--- src/rtl/even_parity_pkg.sv ---
// Shared definitions for the even-parity generator/checker pair.
package even_parity_pkg;

    localparam int DATA_W       = 8;
    localparam int CNT_W        = 16;
    localparam int PARITY_MAX_W = 64;

    // Zero-extending the data to a fixed width leaves its XOR reduction unchanged.
    function automatic logic even_parity(input logic [PARITY_MAX_W-1:0] data);
        return ^data;
    endfunction

endpackage

--- src/rtl/parity_stat_counter.sv ---
// Statistics counter with synchronous clear; SAT selects saturate (1) or wrap (0).
module parity_stat_counter #(
    parameter int CNT_W = 16,
    parameter bit SAT   = 1'b0
) (
    input  logic             clk,
    input  logic             rst,
    input  logic             clr,
    input  logic             inc,
    output logic [CNT_W-1:0] cnt
);

    logic at_max;

    assign at_max = &cnt;

    // NOTE: clear takes priority, but an increment in the same cycle is still counted.
    always_ff @(posedge clk) begin
        if (rst) begin
            cnt <= '0;
        end else if (clr) begin
            cnt <= inc ? CNT_W'(1) : '0;
        end else if (inc && !(SAT && at_max)) begin
            cnt <= cnt + CNT_W'(1);
        end
    end

endmodule

--- src/rtl/even_parity_check_stream.sv ---
// Checks {data, even parity} words on a valid/ready stream, forwards them through one
// register stage tagged with an error bit, and keeps frame/error statistics.
module even_parity_check_stream
    import even_parity_pkg::*;
#(
    parameter int DATA_W = even_parity_pkg::DATA_W,
    parameter int CNT_W  = even_parity_pkg::CNT_W
) (
    input  logic              clk,
    input  logic              rst,
    input  logic              in_valid,
    output logic              in_ready,
    input  logic [DATA_W-1:0] in_data,
    input  logic              in_parity,
    output logic              out_valid,
    input  logic              out_ready,
    output logic [DATA_W-1:0] out_data,
    output logic              out_err,
    input  logic              clr_stats,
    output logic              err_sticky,
    output logic [CNT_W-1:0]  frame_cnt,
    output logic [CNT_W-1:0]  err_cnt
);

    logic accept;
    logic err;

    // NOTE: in_ready depends only on register state and out_ready, never on in_valid.
    assign in_ready = !out_valid || out_ready;
    assign accept   = in_valid && in_ready;
    assign err      = even_parity(PARITY_MAX_W'(in_data)) ^ in_parity;

    // One-entry output register: out_valid is the EMPTY/FULL state.
    always_ff @(posedge clk) begin
        if (rst) begin
            out_valid <= 1'b0;
            out_data  <= '0;
            out_err   <= 1'b0;
        end else if (accept) begin
            out_valid <= 1'b1;
            out_data  <= in_data;
            out_err   <= err;
        end else if (out_ready) begin
            out_valid <= 1'b0;
        end
    end

    always_ff @(posedge clk) begin
        if (rst) begin
            err_sticky <= 1'b0;
        end else if (clr_stats) begin
            err_sticky <= accept && err;
        end else if (accept && err) begin
            err_sticky <= 1'b1;
        end
    end

    parity_stat_counter #(
        .CNT_W (CNT_W),
        .SAT   (1'b0)
    ) u_frame_cnt (
        .clk (clk),
        .rst (rst),
        .clr (clr_stats),
        .inc (accept),
        .cnt (frame_cnt)
    );

    parity_stat_counter #(
        .CNT_W (CNT_W),
        .SAT   (1'b1)
    ) u_err_cnt (
        .clk (clk),
        .rst (rst),
        .clr (clr_stats),
        .inc (accept && err),
        .cnt (err_cnt)
    );

endmodule

--- config.mk ---
export PLATFORM = sky130hd
export DESIGN_NAME = even_parity_check_stream
export DESIGN_NICKNAME = d
export VERILOG_FILES = /design/src/rtl/even_parity_pkg.sv /design/src/rtl/parity_stat_counter.sv /design/src/rtl/even_parity_check_stream.sv
export SDC_FILE = /design/constraint.sdc
export NUM_CORES = 1
export LEC_CHECK = 0
export BUFFER_PORTS_ARGS = -buffer_cell sky130_fd_sc_hd__buf_2
export CAP_MARGIN = 20
export CORE_MARGIN = 1.5
export CORE_UTILIZATION = 58
export CTS_BUF_LIST = sky130_fd_sc_hd__clkbuf_2 sky130_fd_sc_hd__clkbuf_4 sky130_fd_sc_hd__clkbuf_8
export DETAILED_ROUTE_END_ITERATION = 10
export GPL_TIMING_DRIVEN = 0
export PLACE_DENSITY = 0.92
export SLEW_MARGIN = 10
export SYNTH_ARGS = -nofsm -noshare
export SYNTH_HDL_FRONTEND = slang
export SYNTH_HIERARCHICAL = 1
export SYNTH_SLANG_ARGS = --single-unit
--- constraint.sdc ---
create_clock -name clk -period 5.3 [get_ports clk]
set_input_delay 1.06 -clock clk [delete_from_list [all_inputs] [get_ports clk]]
set_output_delay 1.06 -clock clk [all_outputs]
set_load 0.01 [all_outputs]
**Word level (Yosys, flattened, before mapping)**

Index checks and enable logic that the tools add are counted.

- Flip-flop bits (word level): 43
- Latch bits: 0
- RAM bits: 0
- ROM bits: 0
- Bits of input ports: 14
- Output and inout bits: 44
- Word-level logic and storage cells: 31
- Memories kept: 0

- $add $sub $neg: 2
- Multiply operators: 0
- Div/mod/pow operators: 0
- Order comparisons: 0
- Equal/unequal tests: 0
- Shifts and indexed selects: 0
- Muxes and demuxes: 10
- Bitwise logic cells: 1
- Reductions and logical operators: 12

Operators with widths:

| cell | count |
|---|---|
| two-way mux 16 bit | 4 |
| XOR reduction 64 bit | 1 |
| adder 16 x 1 -> 16 bit, second input constant | 2 |
| AND reduction 16 bit | 1 |
| nonzero test 2 bit | 4 |
| two-way mux 1 bit | 6 |
| logical AND 1 bit | 3 |
| logical NOT 1 bit | 2 |
| logical OR 1 bit | 1 |
| XOR 1 bit | 1 |

**Longest topological paths before layout**

Gate-level depths: netlist of run 1.

- Depth in word-level cells: 7
- Depth in mapped cells: 9
- Gate-level depth less buffers: 8

**By module**

Netlist of run 1, hierarchy kept.

Modules (own cells, without submodules):

| module | times used | cells each | area each (um^2) | seq. area each (um^2) |
|---|---|---|---|---|
| parity_stat_counter (u_err_cnt) | 1 | 107 | 928.4 | 320.3 |
| parity_stat_counter (u_frame_cnt) | 1 | 85 | 726.9 | 320.3 |
| even_parity_check_stream | 1 | 58 | 509.2 | 220.2 |

**Worst setup path after synthesis of run 1**

No wires, ideal clock.

- Path kind: input port to flip-flop
- From: input port in_valid
- To: register u_frame_cnt.cnt[13]
- Library setup time: 0.070 ns
- Arrival: 2.890 ns
- Data required time: 5.230 ns
- Path slack: 2.340 ns
- Stages: 9
- Buffers on the path: 3
- Path through: clkbuf_1 -> nand2_1 -> clkbuf_1 -> inv_2 -> buf_2 -> o211ai_2 -> or4_4 -> or3_1 -> a21oi_1

- Word-level cells in the longest chain between the ends: 2

RTL lines:

| item | RTL line | source |
|---|---|---|
| start: declaration | even_parity_check_stream.sv:11 | `input logic in_valid,` |
| logical AND 1 bit | even_parity_check_stream.sv:30 | `assign accept = in_valid && in_ready;` |
| named net accept | even_parity_check_stream.sv:25 | `logic accept;` |
| nonzero test 2 bit (no line) | n/a |  |
| end signal: assignment | parity_stat_counter.sv:22 | `cnt <= inc ? CNT_W'(1) : '0;` |
| end signal: assignment | parity_stat_counter.sv:24 | `cnt <= cnt + CNT_W'(1);` |
| end: declaration | parity_stat_counter.sv:10 | `output logic [CNT_W-1:0] cnt` |

The timed path passes the listed nets, and every way through them passes these cells.
A chain may end at the register's enable or synchronous reset.

**Final worst setup path of run 1**

Ends and elaborated chain as after synthesis.

==> results of run 1 <==
==> logic make-up (layout without fill, tap and decap cells) <==
family | after synthesis | count (layout) | synth area share [%]
mux | 4 | 4 | 1.85
compound gates | 53 | 53 | 15.9
fa+ha+maj | 2 | 2 | 1.16
simple gates | 114 | 114 | 29.4
flops | 43 | 43 | 39.8
xor+xnor | 16 | 16 | 7.75
buf+inv | 18 | 83 | 4.22
==> layout make-up <==
class | instances | area share, %
Multi-Input combinational cell | 189 | 46.2
Sequential cell | 43 | 32.8
Timing Repair Buffer | 57 | 10.9
Clock buffer | 5 | 2.62
Tap cell | 48 | 2.29
Buffer | 9 | 2.19
Clock inverter | 3 | 1.67
Inverter | 9 | 1.29
==> worst min-delay path, stage by stage, from the launching register on <==
cell and delay, ns:
dfxtp_1 0.31, nand2_1 0.05, a21oi_1 0.05
==> sequential cells by signal, indices dropped and copies added (netlist names) <==
register,cells
out_data,8
out_valid,1
out_err,1
err_sticky,1
u_frame_cnt/cnt,16
u_err_cnt/cnt,16
==> power by group through the flow <==
stage	Clock, mW	Sequential, mW	Combinational (mW)
floorplan	0	0.349	0.0504
global placement	0	0.345	0.0801
detailed placement	0	0.346	0.0828
CTS	0.260	0.338	0.0830
global route	0.275	0.339	0.0910
finish	0.255	0.338	0.0827
==> synthesized netlist by cell type (all sizes together) <==
library cell  count  area (sq um)
xor2              3          26.3
nand2            24          90.1
nand2b            2          12.5
nor3              8          40.0
or3               7          45.1
nor4b             1          15.0
ha                2          25.0
dlymetal6s2s      1          12.5
o211ai            3          41.3
or2               2          12.5
and2              2          12.5
nand3b            2          15.0
a211oi            2          20.0
xnor3             2          45.0
nor2             19          73.8
o2111ai           1          8.76
nand3            19          95.1
nor4              5          46.3
o311ai            2          17.5
o31ai             6          45.0
nor2b             2          12.5
a311oi            1          8.76
a31oi             1          6.26
a41oi             2          17.5
o41ai             1          8.76
xnor2            11          96.3
buf               1          5.00
and3              2          12.5
o21ai            10          50.0
inv               9          33.8
and4              4          37.5
nand4             8          56.3
or4               6          48.8
and4b             1          10.0
clkbuf            7          40.0
mux2i             4          40.0
a21oi            24           120
dfxtp            43           861
==> metal layers <==
| metal | vias to the layer above | global-route usage (%) | part of all wire [%] |
|---|---|---|---|
| met2 | 75 | 42.2 | 47 |
| met4 | 0 | 10.9 | 1.8 |
| met3 | 11 | 4.23 | 5.7 |
| li1 | 1046 | - | - |
| met5 | - | 0 | 0 |
| met1 | 983 | 30.8 | 45 |
==> worst max path at each step <==
stage	slack, ns	start	to	depth (start not counted)
floorplan	2.34	in_valid	u_frame_cnt/cnt[13]$_SDFFE_PP0P_	9
global placement	2.01	in_valid	u_frame_cnt/cnt[13]$_SDFFE_PP0P_	10
global route	2.04	in_valid	u_frame_cnt/cnt[13]$_SDFFE_PP0P_	10
finish	2.25	in_valid	u_frame_cnt/cnt[13]$_SDFFE_PP0P_	10
detailed placement	1.97	in_valid	u_frame_cnt/cnt[13]$_SDFFE_PP0P_	10
CTS	2.27	in_valid	u_frame_cnt/cnt[13]$_SDFFE_PP0P_	10
==> cells in the final DEF, fill, tap and decap left out, types with 7 or more instances in the layout <==
cell	count
nand4_1	7
inv_1	8
nand3_1	19
xnor2_1	11
buf_2	58
nor3_1	8
nand2_1	24
nor2_1	18
dfxtp_1	43
a21oi_1	24
o21ai_0	9
==> out/metrics.cfg, run 1 <==
[clock_network]
cts.repair.resized=0
cts_setup_buffers=0
clk_pin_slew_ns=0.08
hold_buffers=0
clock-sinks=43
cts_made_buffers=5
cts.path.max_buffers=2
clockRootBuffer=clkbuf_8
cts_tree=yes
cts.htree.levels=2
clock_latency_ns=0.30

[power_and_ir_drop]
power.density_nw_per_um2=258
ir_worst_vdd_mv=0.179
power.share.clock_pct=37.8
seqPwrFrac_pct=50.0
p_sw_mw=0.168
p_sw_share_pct=24.8
combPwrFrac_pct=12.2
p_total_mw=0.676
intPower_mw=0.508
p_leak_nw=1.06

[floorplan]
dieArea_sq_um=4110
die_h_um=64.1
io_pins=58
die_x_um=64.1
rows=22
core-area_sq_um=3630
initial_core_util_pct=59.6

[timing]
setup_tns_ns=0
layout_setup_ws_ns=2.25
skew_ns=0.00468
timing.final.crit_share_pct=57.6
worstMarginPinSlew_ns=0.613
setup_violations=0
finalCriticalPeriod_ns=3.05
whs_ns=0.453
maxSlewViolCount=0
fmax_mhz=328
rsz0062_at_grt=no
hold_viol=0
maxSlewHeadroom_pct=59.1

[worst_hold_path]
min_from=out_data[0]$_SDFFE_PP0P_
hold-path-endpoint=out_data[0]$_SDFFE_PP0P_
hold_depth=2
min_path_type=reg2reg

[setup_path]
worstReg2RegStart=out_valid$_SDFFE_PP0P_
critPathSlowestCell=or4_4
start_kind=input pin
cp.arrival_ns=3.28
crit_family=simple AND/OR/NAND/NOR gates
path_class=in2reg
required_ns=5.53
endpoint_kind=flip-flop
timing.rr.end=u_frame_cnt/cnt[13]$_SDFFE_PP0P_
cp_cell_sequence=buf_2 > clkbuf_1 > nand2_1 > clkbuf_1 > inv_2 > buf_2 > o211ai_2 > or4_4 > or3_1 > a21oi_1
worst-path-buf-inv=5
reg2reg_slack_ns=3.01
ff2ff_path_depth=9
cp_max_fo=10
max_stage_delay_ns=0.55

[run]
cap_viol_max_count=0

[yosys]
ys_seq_elements=43
yosysWarnings=6
synthCells=250
synth.distinct_cells=51
ys_seq_area_share_pct=39.8
syn_area_sq_um=2160
synth_nets=266
avgSynthCellArea_sq_um=8.66

[place]
place_area_sq_um=2510
port_buffers=57
dp.final_hpwl_mm=3.53
place_inst=355
pre_cts_slack_ns=1.97
place_congestion=0.875

[finish]
fin_util_pct=72.2
final_cells=363
drive_gt1_share_pct=26.0
nets=330
n_antenna_cell=0
multi_input_area_sq_um=1210
ff_latch_area_sq_um=861
num-fill-cells=309
area_growth_pct=21.2
final_area_sq_um=2620

[grt]
grt_pass1_wl_mm=8.25
grt_max_degree=15
grt.total_usage_pct=24.8
grt_pass1_vias=1964
grt-ovfl-total=0
grt_antenna_before_repair=0

[run_status]
status=completed

[drt]
drc=0
ant_nets=0
drt_iter0_drc=172
dr_total_vias=2115
wire_per_inst_um=13.1
drt-vias-per-instance=5.83
dr.pass1.iters=4
wirelength_mm=4.77

(Power assumes the default switching activity.)
==> run 2, diff against run 1 <==
--- a/config.mk
+++ b/config.mk
@@ -8,11 +8,11 @@
 export BUFFER_PORTS_ARGS = -buffer_cell sky130_fd_sc_hd__buf_2
 export CAP_MARGIN = 20
 export CORE_MARGIN = 1.5
-export CORE_UTILIZATION = 58
+export CORE_UTILIZATION = 49
 export CTS_BUF_LIST = sky130_fd_sc_hd__clkbuf_2 sky130_fd_sc_hd__clkbuf_4 sky130_fd_sc_hd__clkbuf_8
 export DETAILED_ROUTE_END_ITERATION = 10
 export GPL_TIMING_DRIVEN = 0
-export PLACE_DENSITY = 0.92
+export PLACE_DENSITY = 0.83
 export SLEW_MARGIN = 10
 export SYNTH_ARGS = -nofsm -noshare
 export SYNTH_HDL_FRONTEND = slang
==> constraint.sdc (replaced) <==
create_clock -name clk -period 2.5 [get_ports clk]
set_input_delay 0.5 -clock clk [delete_from_list [all_inputs] [get_ports clk]]
set_output_delay 0.5 -clock clk [all_outputs]
set_load 0.01 [all_outputs]
==> out/metrics.cfg, run 2 (synthesis gave the netlist of run 1 again) <==
[drt]
wirelength_mm=4.86  ; +1.9%
routed-wl-met2_mm=2.31  ; +2.6%
dr_total_vias=2071  ; -2.1%
drt_iter0_drc=146  ; -15%
drt-vias-per-instance=5.69  ; -2.3%
ant_nets=0  ; unchanged
dr.pass1.iters=4  ; unchanged
wl_met1_mm=2.21  ; +2.6%
wire_per_inst_um=13.3  ; +1.6%
highest_layer=met4
drc=0  ; unchanged
route.met3.wl_um=279  ; +1.8%

[floorplan]
initial_core_util_pct=52.6  ; -7.0 points
io_pins=58  ; unchanged
dieArea_sq_um=4830  ; +17%
rows=23  ; +4.5%
core-area_sq_um=4120  ; +13%
die_h_um=69.5  ; +8.4%
die_x_um=69.5  ; +8.4%

[setup_path]
start_kind=input pin
endpoint_kind=flip-flop
required_ns=2.68  ; -2.85 ns
max_stage_delay_ns=0.59  ; +0.04 ns
cp.arrival_ns=2.59  ; -0.69 ns
cp_cell_sequence=buf_2 > xor2_1 > xnor3_1 > xnor2_1 > nor2_1 > inv_1 > nor4_1 > and4_1 > a211oi_2
ff2ff_path_depth=9  ; unchanged
critPathSlowestCell=nor4_1
cp_max_fo=5  ; -5
critPathLaunch=in_data[1]
worstReg2RegStart=out_valid$_SDFFE_PP0P_
endpoint=u_err_cnt/cnt[15]$_SDFFE_PP0P_
path_class=in2reg
reg2reg_slack_ns=0.26  ; -2.75 ns
timing.rr.end=u_frame_cnt/cnt[13]$_SDFFE_PP0P_

[timing]
finalCriticalPeriod_ns=2.40
setup_violations=0  ; unchanged
maxSlewViolCount=0  ; unchanged
timing.final.crit_share_pct=96.1
fmax_mhz=416
rsz0062_at_grt=no
maxSlewHeadroom_pct=57.6  ; -1.5 points
skew_ns=0.00994  ; +0.00526 ns
hold_viol=0  ; unchanged
layout_setup_ws_ns=0.0978  ; -2.15 ns
worstMarginPinSlew_ns=0.635  ; +0.0229 ns

[place]
dp.final_hpwl_mm=3.51  ; -0.42%
place_area_sq_um=2510  ; about the same
place_congestion=0.920  ; +5.1%
place_inst=357  ; +0.56%
pre_cts_slack_ns=-0.283  ; -2.25 ns
port_buffers=57  ; unchanged

[run_status]
status=completed

[grt]
grt.total_usage_pct=20.5  ; -4.3 points
grt_pass1_wl_mm=8.22  ; -0.25%
grt-ovfl-total=0  ; unchanged
grt_max_degree=14  ; -1
grt_antenna_before_repair=0  ; unchanged
grt_pass1_vias=1892  ; -3.7%

[power_and_ir_drop]
p_total_mw=1.33  ; +97%
power.density_nw_per_um2=514  ; +99%
ir_worst_vdd_mv=0.323  ; +81%
p_leak_nw=1.04  ; -1.4%

[finish]
layout_common_cells=buf_2 (58), dfxtp_1 (43), nand2_1 (24), a21oi_1 (24), nand3_1 (19)
final_cells=364  ; +0.28%
final_area_sq_um=2600  ; -0.95%
area_growth_pct=20.0
num-fill-cells=360  ; +17%
final_common_cell=buf_2
n_antenna_cell=0  ; unchanged
nets=329  ; -0.30%
fin_util_pct=63.1  ; -9.1 points
drive_gt1_share_pct=26.1  ; +0.083 points
top_regs=u_err_cnt/cnt: 16 flops, u_frame_cnt/cnt: 16 flops, out_data: 8 flops

[clock_network]
clock_latency_ns=0.30  ; about the same
cts_tree=yes
clk_pin_slew_ns=0.08  ; about the same
cts.path.max_buffers=2  ; unchanged
cts.htree.levels=2  ; unchanged
cts_made_buffers=5  ; unchanged
hold_buffers=0  ; unchanged
cts.repair.resized=0  ; unchanged
clockRootBuffer=clkbuf_8
cts_setup_buffers=0  ; unchanged
clock-sinks=43  ; unchanged

[run]
cap_viol_max_count=0  ; unchanged

[worst_hold_path]
min_from=out_data[1]$_SDFFE_PP0P_
min_path_type=reg2reg

[run 2: layer usage]
layer	GRT usage (%)	vias up
met2	36.0	60
met1	24.8	961
met4	6.10	0
met3	4.94	8
met5	0	-
li1	-	1042
[run 2: layout make-up]
class                           count  area [sq um]  share of cell area [%]
Sequential cell                    43           861                    33.1
Tap cell                           50          62.6                    2.41
Clock inverter                      2          12.5                   0.482
Multi-Input combinational cell    189          1210                    46.7
Timing Repair Buffer               57           285                    11.0
Inverter                            9          33.8                    1.30
Clock buffer                        6          76.3                    2.94
Buffer                              8          53.8                    2.07
[run 2: power breakdown]
| part | internal (mW) | switching (mW) | leakage, nW |
|---|---|---|---|
| combinational | 0.0758 | 0.0973 | 0.651 |
| clock | 0.206 | 0.238 | 0.0446 |
| sequential | 0.703 | 0.0140 | 0.349 |
[run 2: worst min path at each step]
stage	endpoint	cells past startpoint
after floorplan	out_data[0]$_SDFFE_PP0P_	2
final	out_data[1]$_SDFFE_PP0P_	2
after CTS	out_data[1]$_SDFFE_PP0P_	2
after global placement	out_data[7]$_SDFFE_PP0P_	2
after global routing	out_data[7]$_SDFFE_PP0P_	3
after detailed placement	out_data[1]$_SDFFE_PP0P_	2
[run 2: critical path: cells and delay by family]
kind	cells	cell delay (ns)
AOI/OAI and AO/OA	1	0.07
buffers and inverters	2	0.23
and+or+nand+nor	3	1.01
xor gates and xnor gates	3	0.76
[run 2: stage by stage]
| step | setup TNS, ns | hold slack (ns) |
|---|---|---|
| global route | 0 | 0.467 |
| CTS | 0 | 0.457 |
| finish | 0 | 0.453 |
| detailed placement | -1.35 | 0.446 |
| global placement | -0.845 | 0.442 |
| floorplan | 0 | 0.481 |
